<file path="src/rtl/imm_ext_stage.sv">
// Decode-stage immediate generator for the MIPS pipeline, followed by a
// 2-entry skid buffer so ID/EX back-pressure never drops an extended operand.
module imm_ext_stage #(
  parameter int IMM_W    = 16,
  parameter int OUT_W    = 32,
  parameter int BR_SHIFT = 2,
  parameter int CNT_W    = 16
) (
  input  logic             clk,
  input  logic             reset,
  input  logic             flush,
  input  logic             in_valid,
  output logic             in_ready,
  input  logic [31:0]      instr,
  output logic             out_valid,
  input  logic             out_ready,
  output logic [OUT_W-1:0] out_imm,
  output logic [2:0]       out_mode,
  output logic [CNT_W-1:0] ext_count
);

  typedef enum logic [2:0] {
    M_SIGN   = 3'd0,
    M_ZERO   = 3'd1,
    M_LUI    = 3'd2,
    M_BRANCH = 3'd3,
    M_SHAMT  = 3'd4,
    M_JUMP   = 3'd5,
    M_NONE   = 3'd7
  } mode_t;

  typedef enum logic [1:0] {EMPTY, HALF, FULL} state_t;

  logic [5:0]       op;
  logic [IMM_W-1:0] imm;
  logic [OUT_W-1:0] sext;
  logic [OUT_W-1:0] dec_imm;
  mode_t            dec_mode;

  always_comb begin
    op       = instr[31:26];
    imm      = instr[IMM_W-1:0];
    sext     = {{(OUT_W-IMM_W){imm[IMM_W-1]}}, imm};
    dec_imm  = '0;
    dec_mode = M_NONE;
    casez (op)
      6'b1?????, 6'b0010??: begin
        dec_mode = M_SIGN;
        dec_imm  = sext;
      end
      6'b001100, 6'b001101, 6'b001110: begin
        dec_mode = M_ZERO;
        dec_imm  = OUT_W'(imm);
      end
      6'b001111: begin
        dec_mode = M_LUI;
        dec_imm  = OUT_W'(imm) << IMM_W;
      end
      6'b0001??: begin
        dec_mode = M_BRANCH;
        dec_imm  = sext << BR_SHIFT;
      end
      6'b000000: begin
        dec_mode = M_SHAMT;
        dec_imm  = OUT_W'(instr[10:6]);
      end
      6'b00001?: begin
        dec_mode = M_JUMP;
        dec_imm  = OUT_W'(instr[25:0]);
      end
      default: begin
        dec_mode = M_NONE;
        dec_imm  = '0;
      end
    endcase
  end

  state_t           state;
  logic [OUT_W-1:0] head_imm, tail_imm;
  mode_t            head_mode, tail_mode;
  logic             push, pop;

  assign in_ready  = (state != FULL);
  assign out_valid = (state != EMPTY);
  assign push      = in_valid && in_ready;
  assign pop       = out_valid && out_ready;

  // Head registers may hold stale data when empty; mask keeps idle outputs clean.
  assign out_imm  = out_valid ? head_imm : '0;
  assign out_mode = out_valid ? head_mode : M_NONE;

  always_ff @(posedge clk or posedge reset) begin
    if (reset) begin
      state     <= EMPTY;
      head_imm  <= '0;
      tail_imm  <= '0;
      head_mode <= M_NONE;
      tail_mode <= M_NONE;
      ext_count <= '0;
    end else begin
      if (pop)
        ext_count <= ext_count + CNT_W'(1);
      if (flush) begin
        state <= EMPTY;
      end else begin
        case (state)
          EMPTY: if (push) begin
            head_imm  <= dec_imm;
            head_mode <= dec_mode;
            state     <= HALF;
          end
          HALF: begin
            if (push && pop) begin
              head_imm  <= dec_imm;
              head_mode <= dec_mode;
            end else if (push) begin
              tail_imm  <= dec_imm;
              tail_mode <= dec_mode;
              state     <= FULL;
            end else if (pop) begin
              state <= EMPTY;
            end
          end
          FULL: if (pop) begin
            head_imm  <= tail_imm;
            head_mode <= tail_mode;
            state     <= HALF;
          end
          default: state <= EMPTY;
        endcase
      end
    end
  end

endmodule

</file>
<file path="config.mk">
export PLATFORM = sky130hd
export DESIGN_NAME = imm_ext_stage
export DESIGN_NICKNAME = d
export VERILOG_FILES = /design/src/rtl/imm_ext_stage.sv
export SDC_FILE = /design/constraint.sdc
export NUM_CORES = 1
export LEC_CHECK = 0
export BUFFER_PORTS_ARGS = -buffer_cell sky130_fd_sc_hd__buf_2
export CELL_PAD_IN_SITES_DETAIL_PLACEMENT = 0
export CELL_PAD_IN_SITES_GLOBAL_PLACEMENT = 1
export CORE_MARGIN = 2
export CORE_UTILIZATION = 42
export DETAILED_ROUTE_END_ITERATION = 8
export PLACE_DENSITY = 0.75
export SLEW_MARGIN = 20
export SYNTH_ARGS = -nofsm -noshare
export SYNTH_HDL_FRONTEND = slang
export SYNTH_SLANG_ARGS = --single-unit
</file>
<file path="constraint.sdc">
create_clock -name clk -period 2.83 [get_ports clk]
set_input_delay 0.1415 -clock clk [delete_from_list [all_inputs] [get_ports clk]]
set_output_delay 0.1415 -clock clk [all_outputs]
set_load 0.01 [all_outputs]
</file>
Word level (Yosys, flattened, before mapping)

Cells that the tools add are included.

Logic and storage cells: 57
Output and inout port bits: 53
Bits in registers: 88
Bits of input ports: 37

Equal/unequal tests: 17
Reductions and logical operators: 12
Multiplexer cells: 19
Add/sub/neg operators: 1
Bitwise logic cells: 2

Operators with widths:

| cell                    | count |
|---|---|
| $pmux W32 S6            | 1 |
| $mux W32                | 4 |
| $pmux W32 S3            | 1 |
| $eq A6 B4 Y1 const B    | 4 |
| $pmux W3 S6             | 1 |
| $add A16 B1 Y16 const B | 1 |
| $mux W2                 | 6 |
| $mux W3                 | 4 |
| $ne A3 B3 Y1 const B    | 3 |
| $pmux W3 S3             | 1 |
| $ne A2 B2 Y1 const B    | 4 |
| $reduce_and A4 Y1       | 2 |
| $logic_not A6 Y1        | 1 |
| $pmux W2 S3             | 1 |
| $eq A5 B1 Y1 const B    | 1 |
| $reduce_and A5 Y1       | 1 |
| $eq A4 B1 Y1 const B    | 1 |
| $eq A4 B2 Y1 const B    | 1 |
| $ne A4 B4 Y1 const B    | 1 |
| $logic_and A1 B1 Y1     | 3 |
| $reduce_bool A3 Y1      | 1 |
| $reduce_or A3 Y1        | 1 |
| $eq A2 B1 Y1 const B    | 1 |
| $eq A2 B2 Y1 const B    | 1 |
| 4 further kinds         | 5 |

Longest topological paths before layout

Depth after elaboration: 7
Depth in mapped cells: 7
Mapped depth without buffers: 5

Least setup slack after synthesis

OpenSTA, ideal clock, no wires.

Path kind: register to register
From: register state[1]
To: register head_imm[17]
Data arrival time: 1.421 ns
Data required time: 2.743 ns
Library setup time: 0.087 ns
Path slack: 1.322 ns
Path buffers: 3
Cell stages (with the launch flop): 8
Period minus slack after synthesis: 1.508 ns
Cell sequence: dfrtp_1 > buf_4 > mux2i_1 > o22ai_1 > buf_4 > nand3_2 > buf_2 > o211ai_1

Word-level cells in the longest chain between the ends: 5
Elaborated cells on any way between the ends: 14
Those cells by class: eq/ne (6); mux (1); reduce/logical (7)

RTL lines:

| what                                                      | RTL line | text |
|---|---|---|
| start, declared                                           | 78       | `state_t state;` |
| start signal, assigned                                    | 94       | `state <= EMPTY;` |
| start signal, assigned                                    | 104      | `state <= EMPTY;` |
| start signal, assigned                                    | 110      | `state <= HALF;` |
| $ne A2 B2 Y1 / $reduce_bool A2 Y1 (equally long branches) | 83, 84   |  |
| $logic_and A1 B1 Y1 (on tied branches)                    | 85, 86   |  |
| $logic_and A1 B1 Y1                                       | 113      | `if (push && pop) begin` |
| $ne A2 B2 Y1 (no source line)                             | -        |  |
| $reduce_and A5 Y1 (no source line)                        | -        |  |
| end signal, assigned                                      | 108      | `head_imm <= dec_imm;` |
| end signal, assigned                                      | 114      | `head_imm <= dec_imm;` |
| end signal, assigned                                      | 125      | `head_imm <= tail_imm;` |
| end, declared                                             | 79       | `logic [OUT_W-1:0] head_imm, tail_imm;` |

Several ways; a longest one is shown, not always the timed one.
A chain may end at the register's enable or synchronous reset.

Final worst setup path

From: register state[1]
To: output port out_imm[29]

Word-level cells in the longest chain between the ends: 2

RTL lines:

| what               | RTL line | text |
|---|---|---|
| $reduce_bool A2 Y1 | 84       | `assign out_valid = (state != EMPTY);` |
| $mux W32           | 89       | `assign out_imm = out_valid ? head_imm : '0;` |
| end, declared      | 17       | `output logic [OUT_W-1:0] out_imm,` |

No other way between the ends.

==> insert_results.sql <==
INSERT INTO impl_metrics (metric_group, metric, value, unit) VALUES
('sta', 'setup_viol', '0', ''),
('logic_synthesis', 'mean_post_synth_cell_area', '9.25', 'µm²'),
('pwr', 'sequentialPowerShare', '46.3', '%'),
('clock_tree', 'cts.reportedPaths.clkPinSlew', '0.07', 'ns'),
('layout', 'fraction_of_layout_instances_using_a_drive_strength_above_1', '23.1', '%'),
('worst_setup_path', 'start_kind', 'flop', ''),
('worst_setup_path', 'critical_path_arrival', '1.95', 'ns'),
('logic_synthesis', 'post_synthesis_cell_count', '522', ''),
('logic_synthesis', 'synth_adder_area_share', '0.259', '%'),
('placed_design', 'half_perimeter_wire_length_after_placement', '8970', 'µm'),
('sta', 'slew_viol_final', '0', ''),
('logic_synthesis', 'ys_warn_count', '0', ''),
('sta', 'final_hold_viol_count', '0', ''),
('layout', 'n_antenna_cell', '0', ''),
('logic_synthesis', 'synthFlopType', 'dfrtp_1', ''),
('pwr', 'power_density', '641', 'nW/µm²'),
('routing', 'final_routed_wire_length_divided_by_cell_count', '18.1', 'µm'),
('clock_tree', 'insertion_delay', '0.35', 'ns'),
('layout', 'design.final.nets', '621', ''),
('floorplan', 'die-area', '12400', 'µm²'),
('routing', 'initialDrtViolationCount', '293', ''),
('floorplan', 'design.core.area', '11300', 'µm²'),
('worst_setup_path', 'worst-setup-path-type', 'flop to output pin', ''),
('global_routing', 'global_route.overflow_total', '0', ''),
('logic_synthesis', 'synth_seq_area_share', '45.8', '%'),
('run_status', 'outcome', 'complete, no violations', ''),
('clock_tree', 'cts-buffers-inserted', '9', ''),
('sta', 'maxSlewHeadroom', '29.0', '%'),
('placed_design', 'number_of_port_buffers', '89', ''),
('sta', 'rsz0062_at_grt', 'false', ''),
('logic_synthesis', 'yosys-mux-area-fraction', '1.37', '%'),
('placed_design', 'gpl_wtd_cong', '0.805', ''),
('logic_synthesis', 'synth_compound_gate_area_share', '24.7', '%'),
('clock_tree', 'number_of_gates_resized_after_cts', '0', ''),
('sta', 'final.period_utilization', '73.8', '%'),
('floorplan', 'floorplan.initialDensity', '42.7', '%'),
('layout', 'top_library_cells_by_usage_in_the_layout_fill_and_taps_aside', '89 x buf_2, 82 x dfrtp_1, 69 x o21ai_0', ''),
('routing', 'drc', '0', ''),
('logic_synthesis', 'ys_async_sr_fraction', '100', '%'),
('floorplan', 'die_width', '111', 'µm'),
('pwr', 'p_sw_share', '30.7', '%'),
('sta', 'tightestPinTransition', '1.06', 'ns'),
('routing', 'vias', '4279', ''),
('global_routing', 'antenna_found_initial', '0', ''),
('logic_synthesis', 'post_synth_xor_area_fraction', '2.90', '%'),
('routing', 'ant_nets', '0', ''),
('worst_setup_path', 'timing.critical_path.cells', 'inv_1 -> nand2_1 -> buf_4 -> and2_1 -> buf_2', ''),
('worst_setup_path', 'critical_path.max_stage_delay', '0.48', 'ns'),
('clock_tree', 'cts_root_buf', 'clkbuf_16', ''),
('pwr', 'power.leakage', '0.00269', 'µW'),
('logic_synthesis', 'mappedNetlistNets', '560', ''),
('worst_setup_path', 'timing.critical_path.to_type', 'output pin', ''),
('routing', 'firstDrtPassIters', '6', ''),
('clock_tree', 'numClockSinks', '88', ''),
('min_path', 'hold_path_class', 'input pin to flop', ''),
('floorplan', 'row_count', '39', ''),
('clock_tree', 'clock_tree_from_tritoncts', 'yes', ''),
('worst_setup_path', 'cell_with_the_largest_stage_delay_on_the_worst_path', 'dfrtp_1', ''),
('global_routing', 'globalRouteTotalUtil', '21.8', '%'),
('routing', 'postRouteWirelength', '13300', 'µm'),
('sta', 'setup_total_negative_slack', '0', 'ns'),
('logic_synthesis', 'post_synth_num_cell_types', '56', ''),
('layout', 'commonest_non_fill_non_tap_cell_in_the_layout', 'buf_2', ''),
('clock_tree', 'cts-htree-levels', '3', ''),
('pwr', 'comb_power_share', '18.9', '%'),
('routing', 'route.detailed.vias_per_inst', '5.85', ''),
('global_routing', 'via_count_of_the_first_global_routing_pass', '4072', ''),
('floorplan', 'number_of_placed_i_o_pins', '90', ''),
('pwr', 'power.ir.vdd_worst', '0.453', 'mV'),
('logic_synthesis', 'edff_count_synth', '0', ''),
('layout', 'syn_to_final_growth', '16.4', '%');
## path summary, 6_finish.rpt
check	startpoint	end	slack, ns	depth (start not counted)
worst max register to register	state[1]	head_imm[16]	0.86	5
worst max-delay path	state[1]	out_imm[29]	0.74	5
worst min-delay path	instr[31]	tail_mode[1]	0.12	2
worst min register to register	ext_count[15]	ext_count[15]	0.48	1
max in group asynchronous	reset	head_mode[1]	1.60	4
min in group asynchronous	reset	ext_count[6]	0.46	3
## power by group through the flow
stage | Sequential (µW) | Combinational [µW] | Clock, µW
floorplan | 1650 | 454 | 0
global placement | 1680 | 665 | 0
detailed placement | 1690 | 689 | 0
CTS | 1670 | 692 | 1280
global route | 1700 | 771 | 1330
finish | 1670 | 682 | 1250
## metal layers
metal,global-route usage [%],up-vias,part of all wire [%]
met2,33.7,140,48
met5,0,-,0
met3,4.76,14,5.9
met1,31.2,2100,45
met4,5.60,0,1.1
li1,-,2025,-
## layout make-up
type / instances / area (µm²) / area share (%)
clock buffer: 9 / 225 / 4.01
inverter: 8 / 31.3 / 0.556
timing repair buffer: 101 / 551 / 9.79
clock inverter: 7 / 85.1 / 1.51
multi-input combinational: 375 / 2340 / 41.6
tap: 143 / 179 / 3.18
sequential: 88 / 2210 / 39.3
## synth_stat cells, types with 2 or more instances
cell type  instances  area, µm²
xnor2_1           12        105
a211oi_1           9       67.6
dfstp_2            6        158
nand2b_1           5       31.3
xor2_1             4       35.0
o221ai_1           5       43.8
buf_6              3       33.8
dfrtp_1           82       2050
inv_1              8       30.0
clkbuf_1          27        101
a32o_1             3       30.0
buf_4              5       37.5
o31ai_1           19        143
mux2_2             4       45.0
a311oi_1           6       52.6
o21ai_0           69        345
nand4_1           13       81.3
a32oi_1           12        105
nand3_1            6       30.0
a31oi_1           18        113
nand2_1           55        206
a22oi_1            5       37.5
nor2b_1            2       12.5
and2_1            33        206
buf_2             14       70.1
and3_1            20        125
nor2_1            26       97.6
a21o_1            13       97.6
o211ai_1          10       75.1
nor4_1             2       12.5
## what timing repair did
item / CTS / global route
hold buffers: 1 / 0
setup buffers: 0 / 0
hold endpoints to repair: 39 / 0
## logic make-up (layout without fill, tap and decap cells)
logic type	Yosys count	count (layout)
AOI/OAI and AO/OA	179	179
and+or+nand+nor	173	173
DFF	88	88
buffers and inverters	59	125
xor gates and xnor gates	16	16
muxes	6	6
adders and majority gates	1	1
## flip-flops by register name, indices dropped and copies added (netlist names)
name       flops
tail_imm      32
head_mode      3
head_imm      32
tail_mode      3
state          2
ext_count     16
## worst max-delay path, delay by kind of cell, from the launching register on
family,cells,cell delay (ns)
buffers and inverters,3,0.54
flip-flops,1,0.48
AND/OR/NAND/NOR,2,0.59
## per-stage QoR
step           total power [µW]  instances  area, µm²  setup slack, ns
2_1_floorplan              2110        522       4830            0.420
3_3_place_gp               2350        714       5300            0.898
3_5_place_dp               2380        714       5300            0.765
4_1_cts                    3640        731       5620            0.715
6_report                   3600        731       5620            0.741
5_1_grt                    3800        731       5620            0.513
Note: power is estimated with default switching activity, not from simulation.
